[src/rtl/zmem_arbiter.sv]
// Round-robin arbiter giving the zephyr core sequencer and the loader/debug port
// turns on the single-port ram: one registered access per REQ/ACK handshake.
module zmem_arbiter #(
    parameter int ADDR_W = 4,
    parameter int DATA_W = 8
) (
    input  logic              CLK,
    input  logic              RESET,
    input  logic              C_REQ,
    input  logic              C_WE,
    input  logic [ADDR_W-1:0] C_ADDR,
    input  logic [DATA_W-1:0] C_WDATA,
    output logic              C_ACK,
    output logic [DATA_W-1:0] C_RDATA,
    input  logic              L_REQ,
    input  logic              L_WE,
    input  logic [ADDR_W-1:0] L_ADDR,
    input  logic [DATA_W-1:0] L_WDATA,
    output logic              L_ACK,
    output logic [DATA_W-1:0] L_RDATA,
    input  logic              L_LOCK,
    output logic [ADDR_W-1:0] RAM_ADDR,
    output logic              RAM_OP,
    output logic [DATA_W-1:0] RAM_DATA_IN,
    input  logic [DATA_W-1:0] RAM_DATA_OUT,
    output logic              BUSY,
    output logic              OWNER
);

    typedef enum logic [1:0] {
        S_IDLE   = 2'd0,
        S_ACCESS = 2'd1,
        S_DONE   = 2'd2
    } state_t;

    state_t             r_state;
    state_t             w_state_nxt;
    logic [ADDR_W-1:0]  r_ram_addr;
    logic [ADDR_W-1:0]  w_ram_addr_nxt;
    logic               r_ram_op;
    logic               w_ram_op_nxt;
    logic [DATA_W-1:0]  r_ram_din;
    logic [DATA_W-1:0]  w_ram_din_nxt;
    logic [DATA_W-1:0]  r_c_rdata;
    logic [DATA_W-1:0]  w_c_rdata_nxt;
    logic [DATA_W-1:0]  r_l_rdata;
    logic [DATA_W-1:0]  w_l_rdata_nxt;
    logic               r_c_ack;
    logic               w_c_ack_nxt;
    logic               r_l_ack;
    logic               w_l_ack_nxt;
    logic               r_busy;
    logic               w_busy_nxt;
    logic               r_owner;
    logic               w_owner_nxt;

    logic               w_c_elig;
    logic               w_l_elig;
    logic               w_grant;
    logic               w_winner;

    // Eligibility and round-robin winner selection (1 = loader)
    always_comb begin
        w_c_elig = C_REQ & ~L_LOCK;
        w_l_elig = L_REQ;
        w_grant  = w_c_elig | w_l_elig;
        if (w_c_elig && w_l_elig) begin
            w_winner = ~r_owner;
        end else begin
            w_winner = w_l_elig;
        end
    end

    // Next-state and next-output logic; RAM_OP and the ACKs default low so
    // each can only be high for the single cycle that sets it
    always_comb begin
        w_state_nxt    = r_state;
        w_ram_addr_nxt = r_ram_addr;
        w_ram_op_nxt   = 1'b0;
        w_ram_din_nxt  = r_ram_din;
        w_c_rdata_nxt  = r_c_rdata;
        w_l_rdata_nxt  = r_l_rdata;
        w_c_ack_nxt    = 1'b0;
        w_l_ack_nxt    = 1'b0;
        w_busy_nxt     = r_busy;
        w_owner_nxt    = r_owner;

        case (r_state)
            S_IDLE: begin
                if (w_grant) begin
                    if (w_winner) begin
                        w_ram_addr_nxt = L_ADDR;
                        w_ram_op_nxt   = L_WE;
                        w_ram_din_nxt  = L_WDATA;
                    end else begin
                        w_ram_addr_nxt = C_ADDR;
                        w_ram_op_nxt   = C_WE;
                        w_ram_din_nxt  = C_WDATA;
                    end
                    w_owner_nxt = w_winner;
                    w_busy_nxt  = 1'b1;
                    w_state_nxt = S_ACCESS;
                end else begin
                    w_state_nxt = S_IDLE;
                end
            end

            S_ACCESS: begin
                // r_ram_op still holds the granted WE during this cycle
                if (!r_ram_op) begin
                    if (r_owner) begin
                        w_l_rdata_nxt = RAM_DATA_OUT;
                    end else begin
                        w_c_rdata_nxt = RAM_DATA_OUT;
                    end
                end else begin
                    w_c_rdata_nxt = r_c_rdata;
                end
                if (r_owner) begin
                    w_l_ack_nxt = 1'b1;
                end else begin
                    w_c_ack_nxt = 1'b1;
                end
                w_state_nxt = S_DONE;
            end

            S_DONE: begin
                w_busy_nxt  = 1'b0;
                w_state_nxt = S_IDLE;
            end

            default: begin
                w_busy_nxt  = 1'b0;
                w_state_nxt = S_IDLE;
            end
        endcase
    end

    // State and output registers with synchronous reset
    always_ff @(posedge CLK) begin
        if (RESET) begin
            r_state    <= S_IDLE;
            r_ram_addr <= {ADDR_W{1'b0}};
            r_ram_op   <= 1'b0;
            r_ram_din  <= {DATA_W{1'b0}};
            r_c_rdata  <= {DATA_W{1'b0}};
            r_l_rdata  <= {DATA_W{1'b0}};
            r_c_ack    <= 1'b0;
            r_l_ack    <= 1'b0;
            r_busy     <= 1'b0;
            r_owner    <= 1'b1;
        end else begin
            r_state    <= w_state_nxt;
            r_ram_addr <= w_ram_addr_nxt;
            r_ram_op   <= w_ram_op_nxt;
            r_ram_din  <= w_ram_din_nxt;
            r_c_rdata  <= w_c_rdata_nxt;
            r_l_rdata  <= w_l_rdata_nxt;
            r_c_ack    <= w_c_ack_nxt;
            r_l_ack    <= w_l_ack_nxt;
            r_busy     <= w_busy_nxt;
            r_owner    <= w_owner_nxt;
        end
    end

    assign RAM_ADDR    = r_ram_addr;
    assign RAM_OP      = r_ram_op;
    assign RAM_DATA_IN = r_ram_din;
    assign C_RDATA     = r_c_rdata;
    assign L_RDATA     = r_l_rdata;
    assign C_ACK       = r_c_ack;
    assign L_ACK       = r_l_ack;
    assign BUSY        = r_busy;
    assign OWNER       = r_owner;

endmodule

[config.mk]
export PLATFORM = sky130hd
export DESIGN_NAME = zmem_arbiter
export DESIGN_NICKNAME = d
export VERILOG_FILES = /design/src/rtl/zmem_arbiter.sv
export SDC_FILE = /design/constraint.sdc
export NUM_CORES = 1
export LEC_CHECK = 0
export ABC_AREA = 0
export BUFFER_PORTS_ARGS = -buffer_cell sky130_fd_sc_hd__clkbuf_2
export CELL_PAD_IN_SITES_DETAIL_PLACEMENT = 1
export CELL_PAD_IN_SITES_GLOBAL_PLACEMENT = 1
export CORE_MARGIN = 2
export CORE_UTILIZATION = 37
export CTS_BUF_LIST = sky130_fd_sc_hd__clkbuf_8
export CTS_CLUSTER_DIAMETER = 200
export DETAILED_ROUTE_END_ITERATION = 10
export PLACE_DENSITY_LB_ADDON = 0.1
export SKIP_CTS_REPAIR_TIMING = 1
export SYNTH_ARGS = -nofsm -noshare
export SYNTH_HDL_FRONTEND = slang
export SYNTH_SLANG_ARGS = --single-unit
export TNS_END_PERCENT = 30
[constraint.sdc]
create_clock -name CLK -period 2.3 [get_ports CLK]
set_input_delay 0.345 -clock CLK [delete_from_list [all_inputs] [get_ports CLK]]
set_output_delay 0.345 -clock CLK [all_outputs]
set_load 0.02 [all_outputs]
==> flow_summary.json <==
{
  "finalPower_mw": 1.39,
  "route.antenna.remaining_nets": 0,
  "antenna_found_initial": 0,
  "muxShareOfSynthArea_pct": 5.12,
  "synth_compound_area_share_pct": 25.3,
  "final_cells": 284,
  "tightest_slew_ns": 0.775,
  "gp_congestion": 0.746,
  "syn_to_final_growth_pct": 27.5,
  "fp.dieH_um": 69.0,
  "finalHoldViolations": 0,
  "p_switching_mw": 0.417,
  "syn-num-nets": 209,
  "num_rows": 23,
  "multi_input_area_um2": 747,
  "core_um2": 4030,
  "track_usage_pct": 18.4,
  "grt_util_met2_pct": 33.2,
  "r2r_slack_ns": 0.65,
  "period_needed_ns": 1.65,
  "routedWlPerCell_um": 15.2,
  "cp.arrival_ns": 1.77,
  "static-leakage-power_nw": 0.871,
  "power_frac_comb_pct": 21.6,
  "slew_violations": 0,
  "grt_busiest_layer": "met2",
  "worstPathRequired_ns": 2.42,
  "first_pass_iters": 4,
  "fin_util_pct": 49.5,
  "power_density_nw_per_um2": 696,
  "drive_above_1_share_pct": 37.6,
  "met1_usage_pct": 19.7,
  "clock_power_share_pct": 29.7,
  "drc": 0,
  "synth.area.top_cells": "dfxtp_1 45%, a221oi_1 9.5%, a221oi_2 6.7%",
  "worstSetupStartpointType": "register",
  "avgSynthCellArea_um2": 9.21,
  "numCtsBuffers": 5,
  "setup_viol_count_final": 0,
  "synth.distinct_cells": 29,
  "hpwl_um": 3220,
  "ys_seq_area_share_pct": 44.8,
  "grt_overflow": 0,
  "wirelength_um": 4310,
  "synth_top_cell_by_area": "dfxtp_1",
  "portBuffers": 71,
  "max_freq_mhz": 606,
  "finish.net_count": 272,
  "floorplan.die.width_um": 69.0,
  "setup_tns_ns": 0,
  "die_area_um2": 4770,
  "endpoint_kind": "register",
  "fillers": 498,
  "yosys_warnings": 0,
  "clock_sinks": 35,
  "relSlewSlack_pct": 48.4,
  "synthSimpleGateAreaFrac_pct": 17.3,
  "vias": 1500,
  "synth_area_um2": 1570,
  "grt_setup_unrepaired": "false",
  "pwr-share-seq_pct": 48.8,
  "routed_via_density": 5.28,
  "hold_class": "input pin to register",
  "fin_ws_ns": 0.651,
  "status": "completed",
  "clk_pin_slew_ns": 0.07,
  "critPathKind": "register to register",
  "finalClockSkew_ns": 0.00798,
  "ir_drop_mv": 0.268,
  "post-route-period-util_pct": 71.7,
  "regArea_um2": 701,
  "ys_ff_latch": 35,
  "first_iter_violations": 34,
  "cts_buffer_depth": 2,
  "pre_cts_ws_ns": 0.672,
  "cp_max_fo": 13,
  "final_common_cell": "clkbuf_2",
  "synth_top_family_by_area": "compound AO/OA/AOI/OAI gates",
  "p_sw_share_pct": 30.0,
  "cap_violations": 0,
  "grt_pass1_wl_um": 7030,
  "dpl.cell_count": 276,
  "pin_count": 72,
  "final_cell_mix": "71 x clkbuf_2, 35 x dfxtp_1, 17 x a221oi_1",
  "power.internal_mw": 0.972,
  "cts_root_buf": "clkbuf_8",
  "synth_top_area_share_pct": 44.8,
  "synth-xor-area-share_pct": 0,
  "gr-usage-met3_pct": 5.26,
  "tritoncts": "done",
  "synthCells": 170,
  "insertion_delay_ns": 0.28,
  "diodes": 0,
  "start_util_pct": 38.9,
  "cts.htree.levels": 2,
  "grt_max_degree": 34,
  "grt_pass1_vias": 1560,
  "synth_fa_ha_area_share_pct": 0
}
==> cells by family after synthesis <==
family	after synthesis
muxes	8
DFF	35
buffers and inverters	28
AOI/OAI and AO/OA	49
and+or+nand+nor	50
==> worst max-delay path: stages, from the launching register on <==
cell,delay [ns]
dfxtp_1,0.51
nand3b_1,0.43
a221oi_1,0.44
a221oi_2,0.10
==> path summary, 6_finish.rpt <==
check                       start              to  cells past startpoint
setup / recovery            OWNER  RAM_DATA_IN[5]                      3
hold / removal    RAM_DATA_OUT[5]      C_RDATA[5]                      3
setup reg to reg            OWNER  RAM_DATA_IN[5]                      3
hold reg to reg        C_RDATA[5]      C_RDATA[5]                      2
==> state kept, by name (all words and copies together) (netlist names) <==
signal / count
L_ACK: 1
RAM_ADDR: 4
C_ACK: 1
RAM_OP: 1
C_RDATA: 8
OWNER: 1
r_state: 2
RAM_DATA_IN: 8
L_RDATA: 8
BUSY: 1
==> per-layer routing <==
| metal | routed length (um) | up-vias |
|---|---|---|
| li1 | - | 731 |
| met1 | 1770 | 710 |
| met2 | 2200 | 54 |
| met3 | 276 | 5 |
| met4 | 66 | 0 |
| met5 | 0 | - |
==> synthesized netlist by cell type <==
library cell / count
nand3b_1: 1
a211o_1: 1
and3b_1: 1
or2_1: 1
inv_2: 1
buf_2: 3
and2_1: 13
nor4b_2: 1
nor2b_1: 1
buf_6: 1
nand2b_1: 2
a21oi_1: 9
and4bb_2: 1
inv_1: 12
a211oi_1: 1
or4b_1: 1
nor2_1: 9
a221oi_2: 7
nand2_1: 16
dfxtp_1: 35
clkbuf_1: 10
a21o_4: 1
nor3_1: 1
nor3b_1: 1
o21ai_0: 13
clkbuf_2: 1
a221oi_1: 17
mux2i_1: 8
nand3_1: 1
==> power groups by stage <==
stage	registers [mW]	clock network, mW	logic [mW]
after floorplan	0.736	0	0.157
final	0.677	0.412	0.299
after global routing	0.684	0.450	0.326
after detailed placement	0.691	0	0.302
after global placement	0.688	0	0.292
after CTS	0.678	0.425	0.303
==> stage by stage <==
stage | cell area, um2 | hold WS (ns)
after floorplan | 1570 | 0.481
after global placement | 1910 | 0.444
after detailed placement | 1910 | 0.454
after CTS | 2000 | 0.294
after global routing | 2000 | 0.304
final | 2000 | 0.311
==> layout make-up <==
cell class / count / area share [%]
clock inverter: 3 / 0.627
multi-input combinational: 107 / 37.4
sequential: 35 / 35.1
clock buffer: 5 / 3.45
tap: 50 / 3.13
timing repair buffer: 71 / 17.8
inverter: 13 / 2.45
No activity file was read; power rests on OpenSTA's default activity.
